--- src/rtl/pulse_train_if.sv ---
// pulse_train_if: launch/config/abort inputs and pulse/status outputs of the pulse train stage
interface pulse_train_if #(
    parameter int CNT_W = 35,
    parameter int NUM_W = 16
);
    logic             launch_PL;
    logic [CNT_W-1:0] width;
    logic [CNT_W-1:0] period;
    logic [NUM_W-1:0] count;
    logic             stop_PL;
    logic             PL_out;
    logic             busy;
    logic             done_PL;
    logic             cfg_err;
    modport slave (
        input  launch_PL, width, period, count, stop_PL,
        output PL_out, busy, done_PL, cfg_err
    );
    modport master (
        output launch_PL, width, period, count, stop_PL,
        input  PL_out, busy, done_PL, cfg_err
    );
endinterface

--- src/rtl/pulse_train.sv ---
// pulse_train: emits count pulses of width cycles at period spacing on each launch_PL rising edge
module pulse_train #(
    parameter int CNT_W = 35,
    parameter int NUM_W = 16
) (
    input  logic          clk_PL,
    input  logic          rst_PL,
    pulse_train_if.slave  io
);
    typedef enum logic [1:0] {IDLE, HIGH, LOW, WAIT_REL} state_t;
    state_t           state_q, state_d;
    logic [CNT_W-1:0] ph_q, ph_d, w_q, w_d, p_q, p_d;
    logic [NUM_W-1:0] n_q, n_d;
    logic             launch_q, pl_q, pl_d, busy_q, busy_d, done_q, done_d, err_q, err_d;
    logic             trig, cfg_ok, last_ph;
    assign trig    = io.launch_PL & ~launch_q;
    assign cfg_ok  = io.width != '0 && io.count != '0 && io.period > io.width;
    assign last_ph = ph_q == '0;
    always_comb begin
        state_d = state_q;
        ph_d    = ph_q;
        w_d     = w_q;
        p_d     = p_q;
        n_d     = n_q;
        pl_d    = pl_q;
        done_d  = 1'b0;
        err_d   = 1'b0;
        case (state_q)
            IDLE: if (trig && !io.stop_PL) begin
                w_d     = io.width;
                p_d     = io.period;
                n_d     = io.count;
                ph_d    = io.width - CNT_W'(1);
                pl_d    = cfg_ok;
                err_d   = !cfg_ok;
                state_d = cfg_ok ? HIGH : WAIT_REL;
            end
            HIGH: if (io.stop_PL) begin
                pl_d    = 1'b0;
                state_d = WAIT_REL;
            end else if (last_ph) begin
                pl_d = 1'b0;
                // a finished train skips WAIT_REL when launch is already low so the next edge is not missed
                if (n_q == NUM_W'(1)) begin
                    done_d  = 1'b1;
                    state_d = io.launch_PL ? WAIT_REL : IDLE;
                end else begin
                    ph_d    = p_q - w_q - CNT_W'(1);
                    n_d     = n_q - NUM_W'(1);
                    state_d = LOW;
                end
            end else begin
                ph_d = ph_q - CNT_W'(1);
            end
            LOW: if (io.stop_PL) begin
                state_d = WAIT_REL;
            end else if (last_ph) begin
                pl_d    = 1'b1;
                ph_d    = w_q - CNT_W'(1);
                state_d = HIGH;
            end else begin
                ph_d = ph_q - CNT_W'(1);
            end
            WAIT_REL: state_d = io.launch_PL ? WAIT_REL : IDLE;
        endcase
        busy_d = state_d == HIGH || state_d == LOW;
    end
    always_ff @(posedge clk_PL or posedge rst_PL) begin
        if (rst_PL) begin
            state_q  <= IDLE;
            ph_q     <= '0;
            w_q      <= '0;
            p_q      <= '0;
            n_q      <= '0;
            launch_q <= 1'b1;
            pl_q     <= 1'b0;
            busy_q   <= 1'b0;
            done_q   <= 1'b0;
            err_q    <= 1'b0;
        end else begin
            state_q  <= state_d;
            ph_q     <= ph_d;
            w_q      <= w_d;
            p_q      <= p_d;
            n_q      <= n_d;
            launch_q <= io.launch_PL;
            pl_q     <= pl_d;
            busy_q   <= busy_d;
            done_q   <= done_d;
            err_q    <= err_d;
        end
    end
    assign io.PL_out  = pl_q;
    assign io.busy    = busy_q;
    assign io.done_PL = done_q;
    assign io.cfg_err = err_q;
endmodule

--- src/flat_wrapper.sv ---
// flat-port wrapper written by rule: the top's interface ports become plain ports
module pulse_train_flat 
#(
    parameter int CNT_W = 35,
    parameter int NUM_W = 16
)
  (clk_PL, rst_PL, io_launch_PL, io_width, io_period, io_count, io_stop_PL, io_PL_out, io_busy, io_done_PL, io_cfg_err);
  pulse_train_if #(.CNT_W(CNT_W), .NUM_W(NUM_W)) io_i ();
  input  logic clk_PL;
  input  logic rst_PL;
  input wire logic [$bits(io_i.launch_PL)-1:0] io_launch_PL;
  input wire logic [$bits(io_i.width)-1:0] io_width;
  input wire logic [$bits(io_i.period)-1:0] io_period;
  input wire logic [$bits(io_i.count)-1:0] io_count;
  input wire logic [$bits(io_i.stop_PL)-1:0] io_stop_PL;
  output wire logic [$bits(io_i.PL_out)-1:0] io_PL_out;
  output wire logic [$bits(io_i.busy)-1:0] io_busy;
  output wire logic [$bits(io_i.done_PL)-1:0] io_done_PL;
  output wire logic [$bits(io_i.cfg_err)-1:0] io_cfg_err;
  assign io_i.launch_PL = io_launch_PL;
  assign io_i.width = io_width;
  assign io_i.period = io_period;
  assign io_i.count = io_count;
  assign io_i.stop_PL = io_stop_PL;
  assign io_PL_out = io_i.PL_out;
  assign io_busy = io_i.busy;
  assign io_done_PL = io_i.done_PL;
  assign io_cfg_err = io_i.cfg_err;
  pulse_train #(.CNT_W(CNT_W), .NUM_W(NUM_W)) u_core (.clk_PL(clk_PL), .rst_PL(rst_PL), .io(io_i));
endmodule
--- config.mk ---
export PLATFORM = sky130hd
export DESIGN_NAME = pulse_train_flat
export DESIGN_NICKNAME = d
export VERILOG_FILES = /design/src/rtl/pulse_train_if.sv /design/src/rtl/pulse_train.sv /design/src/flat_wrapper.sv
export SDC_FILE = /design/constraint.sdc
export NUM_CORES = 1
export LEC_CHECK = 0
export CORE_MARGIN = 1.5
export CORE_UTILIZATION = 50
export DETAILED_ROUTE_END_ITERATION = 10
export PLACE_DENSITY = 0.7
export SLEW_MARGIN = 0
export SYNTH_ARGS = -nofsm -noshare
export SYNTH_HDL_FRONTEND = slang
export SYNTH_SLANG_ARGS = --single-unit
export TNS_END_PERCENT = 100
--- constraint.sdc ---
create_clock -name clk_PL -period 4.85 [get_ports clk_PL]
set_input_delay 0.485 -clock clk_PL [delete_from_list [all_inputs] [get_ports clk_PL]]
set_output_delay 0.485 -clock clk_PL [all_outputs]
set_load 0.005 [all_outputs]
======== Word-level counts from Yosys, hierarchy flattened ========
Index checks and enable logic that the tools add are counted.
cells by class
  add/subtract/negate cells ............... 6
  magnitude comparators ................... 1
  equal/unequal tests ..................... 14
  muxes and demuxes ....................... 33
  bitwise logic cells ..................... 2
  reductions and logical operators ........ 16
operators with widths
  cell                   count
  $mux 35                6
  $sub 35x1->35 const B  4
  $pmux 35 s3            1
  $mux 16                4
  $gt 35x35->1           1
  $logic_not 35->1       1
  $reduce_bool 35->1     1
  $sub 35x35->35         1
  $pmux 16 s2            1
  $eq 16x1->1 const B    1
  $mux 2                 8
  $reduce_bool 16->1     1
  $sub 16x1->16 const B  1
  $reduce_and 5->1       3
  $mux 1                 11
  $pmux 2 s4             1
  $eq 2x2->1 const B     3
  $ne 2x1->1 const B     3
  $ne 2x2->1 const B     3
  $eq 2x1->1 const B     2
  $logic_and 1x1->1      3
  $ne 3x2->1 const B     1
  $ne 3x3->1 const B     1
  $pmux 1 s3             1
  8 further kinds        9
word-level totals
  bits in registers ....................... 128
  input bits .............................. 90
  output and inout port bits .............. 4
  word-level logic and storage cells ...... 82

======== Logic depth before layout (Yosys ltp) ========
  depth in word-level cells ............... 8
  depth in mapped cells ................... 13
  gate-level depth less buffers ........... 13

======== Worst setup path after synthesis ========
No wires, ideal clock.
  path type ............................... register to register
  from .................................... register u_core.w_q[0]
  to ...................................... register u_core.ph_q[34]
  arrival time ............................ 3.066 ns
  setup slack ............................. 1.656 ns
  stages on the path, launching flop included .. 14
  path buffers ............................ 0
  period minus slack after synthesis ...... 3.194 ns
  path through ............................ dfrtp_1 inv_1 ha_1 inv_1 fa_1 nor2b_1 o2111ai_1 a2111oi_0 o21ai_0 nand3_1 a311oi_1 or3_1 a211oi_1 a211oi_1
on the way
  longest elaborated chain between the ends .. 6
  elaborated cells on any way between the ends .. 9
  classes of those cells .................. 3 x add/sub; 6 x mux
ends and longest elaborated chain
  what                    RTL line           text
  start, declared         pulse_train.sv:12  logic [CNT_W-1:0] ph_q, ph_d, w_q, w_d, p_q, p_d;
  start signal, assigned  pulse_train.sv:83  w_q <= w_d;
  $sub 35x35->35          pulse_train.sv:48  ph_d = p_q - w_q - CNT_W'(1);
  $sub 35x1->35           pulse_train.sv:48
  $mux 35                 pulse_train.sv:44  if (n_q == NUM_W'(1)) begin
  $mux 35                 pulse_train.sv:41  end else if (last_ph) begin
  $mux 35                 pulse_train.sv:38  HIGH: if (io.stop_PL) begin
  $pmux 35 s3 *           pulse_train.sv:28  case (state_q)
  end signal, assigned    pulse_train.sv:82  ph_q <= ph_d;
  end, declared           pulse_train.sv:12
Every way passes the cells marked *; elsewhere a longest branch is shown, timed or not. The select of a mux whose other input is x is not followed.
A chain may end at the register's enable or synchronous reset.

======== Worst setup path after layout ========
Ends and elaborated chain as after synthesis.

==> results.toml <==
[global_routing]
grt_pass1_wl_um = 56900
antenna_found_initial = 1
grt_pass1_vias = 10500
grt_usage_pct = 30.9
grt_max_degree = 102
overflow = 0

[floorplan]
die_w_um = 152
die_area_mm2 = 0.0231
coreArea_mm2 = 0.0218
io_pins = 94
start_util_pct = 50.9
dieHeight_um = 152
num_rows = 54

[synthesis]
synth_top_family_by_area = "compound AO/OA/AOI/OAI gates"
synth.distinct_cells = 78
yosysSeqAreaShare_pct = 28.9
synth_area_per_cell_um2 = 8.07
synth-simple-area-share_pct = 21.8
yosysWarnings = 0
synth-compound-area-share_pct = 23.4
yosys.area_share.adder_pct = 9.20
syn_area_mm2 = 0.0111
synth_mux_area_share_pct = 4.09
ys_seq_elements = 128
synth_edf_count = 0
syn_inst = 1376
synthArstFlopShare_pct = 100
ys.flop_type = "dfrtp_1"
syn_nets = 1547
synth_xor_area_share_pct = 7.26

[clock_tree]
clockRootBuffer = "clkbuf_16"
clock_sinks = 128
ctsResizeCount = 0
cts_tree = "built"
path_clk_slew_ns = 0.06
cts_setup_buffers = 0
cts_buffers = 17
clock_tree.buffer_depth = 2
clock_latency_ns = 0.43
ctsHoldBuffers = 0
htreeDepth = 4

[placed_design]
port_buffers = 93
hpwl_um = 26400
dpl.cell_count = 1707
routabilityCongestion = 0.965
place_area_mm2 = 0.0123

[setup_path]
worst_setup_path_end_kind = "flop"
crit-reg2reg-launch = "u_core.w_q[0]"
cp.required_ns = 5.16
cp_max_fo = 5
startpoint = "u_core.w_q[0]"
crit_arrival_ns = 4.30
cp-start-kind = "flop"
path_class = "reg -> reg"

[sta]
clock_skew_ns = 0.00975
rsz0062_at_grt = "no"
min_period_ns = 3.99
hold_viol = 0
relSlewSlack_pct = 22.9
fmax_mhz = 251
min_period_over_period_pct = 82.3
slew_viol_final = 0
setup_viol = 0
tns_ns = 0
tightest_slew_ns = 1.15

[final_layout]
fin_nets = 1617
final_design_area_no_fill_mm2 = 0.0130
layoutNonFillerInstCount = 1738
areaGrowthSynthToFinish_pct = 16.7
final_layout_size_suffix_gt1_share_pct = 7.54
utilization_pct = 59.4
fill_cells = 1986
antenna_cells = 0

[power_and_ir_drop]
power.density_mw_per_mm2 = 718
max-vdd-ir-drop_v = 0.000361
power.total_w = 0.00930
p_leak_nw = 5.36

[route]
wl_um = 35500
drt-initial-drc-count = 1070
drt_pass1_iterations = 6
route.detailed.drc = 0
wl_per_cell_um = 20.5
vias = 11000
ant_nets = 0
via_per_inst = 6.32

[worst_hold_path]
holdCritStartpoint = "u_core.ph_q[12]"
hp-class = "reg -> reg"

[status]
status = "completed"

[flow_run]
drv_cap = 0
kinds of logic after synthesis:
kind of cell    Yosys count
buf+inv                 153
fa+ha+maj                81
xor+xnor                 92
simple gates            463
mux                      41
flops                   128
compound gates          418
synthesized netlist by cell type (all sizes together) (14+ instances only):
master	number	area [µm²]
inv	89	334
nor3	45	241
nor2	68	255
dfrtp	127	3180
nand3	46	230
or3	27	169
a31oi	17	119
nor4	31	194
clkbuf	52	195
nand4	27	169
a21o	37	278
and3	14	87.6
ha	80	1000
xor2	16	140
xnor2	76	666
a21oi	92	464
o31ai	15	113
o22ai	19	119
mux2	35	394
nand2	128	480
o21ai	146	731
state kept, by name, indices dropped and copies added, names as in the netlist:
register,cells
u_core.io.PL_out,1
u_core.io.busy,1
u_core.io.cfg_err,1
u_core.io.done_PL,1
u_core.launch_q,1
u_core.n_q,16
u_core.p_q,35
u_core.ph_q,35
u_core.state_q,2
u_core.w_q,35
stage by stage:
| stage | hold slack (ns) | setup slack (ns) |
|---|---|---|
| floorplan | 0.466 | 0.954 |
| global route | 0.538 | 0.713 |
| detailed placement | 0.488 | 0.707 |
| CTS | 0.500 | 0.957 |
| global placement | 0.485 | 0.694 |
| finish | 0.505 | 0.859 |
path summary, 6_finish.rpt:
kind	depth (start not counted)	end	slack, ns
min in group asynchronous	2	u_core.n_q[0]	0.66
max in group asynchronous	3	u_core.w_q[1]	3.25
setup reg to reg	14	u_core.ph_q[34]	0.86
hold / removal	2	u_core.ph_q[12]	0.50
hold reg to reg	2	u_core.ph_q[12]	0.50
setup / recovery	14	u_core.ph_q[34]	0.86
layer usage:
layer,share of wire (%),wire [µm],track usage (%),vias to the layer above
met5,0,0,0,-
met4,3.9,1400,13.5,0
met3,8.8,3120,7.90,83
met2,44,15700,46.5,484
met1,43,15400,42.0,5208
li1,-,-,-,5203
worst max-delay path: stages (launching register included):
cell and delay [ns]:
dfrtp_1 0.42, inv_1 0.15, ha_1 0.18, inv_1 0.05, fa_1 0.40, nor2b_1 0.21, o2111ai_1 0.19, a2111oi_0 0.63
buf_4 0.25, o21ai_0 0.21, nand3_1 0.23, a311oi_1 0.23, or3_1 0.39, a211oi_1 0.25, a211oi_1 0.07
area by class of cell:
class                   instances  area [µm²]  share of cell area, %
flip-flops and latches        128        3200                   24.7
multi-input cells            1095        7330                   56.6
clock inverters                13         186                   1.44
repair buffers                114        1100                   8.50
well taps                     280         350                   2.70
clock buffers                  18         439                   3.39
inverters                      90         343                   2.65
where the power goes:
| part | total [W] | leakage (nW) | internal, W | switching (W) |
|---|---|---|---|---|
| Sequential | 0.00217 | 1.57 | 0.00161 | 0.000566 |
| Clock | 0.00141 | 0.295 | 0.000872 | 0.000535 |
| Combinational | 0.00572 | 3.50 | 0.00228 | 0.00343 |
placed cells by master, fill, tap and decap left out, drive strengths merged, types with 17 or more instances in the layout:
| cell | instances |
|---|---|
| nor4 | 31 |
| nor2 | 68 |
| inv | 91 |
| buf | 21 |
| o21ai | 146 |
| clkdlybuf4s50 | 93 |
| nand3 | 46 |
| or3 | 27 |
| a21o | 37 |
| xnor2 | 76 |
| nand2 | 128 |
| mux2 | 35 |
| clkbuf | 18 |
| o22ai | 19 |
| a31oi | 17 |
| a21oi | 92 |
| nor3 | 45 |
| nand4 | 27 |
| ha | 80 |
| dfrtp | 127 |
(Power assumes the default switching activity.)
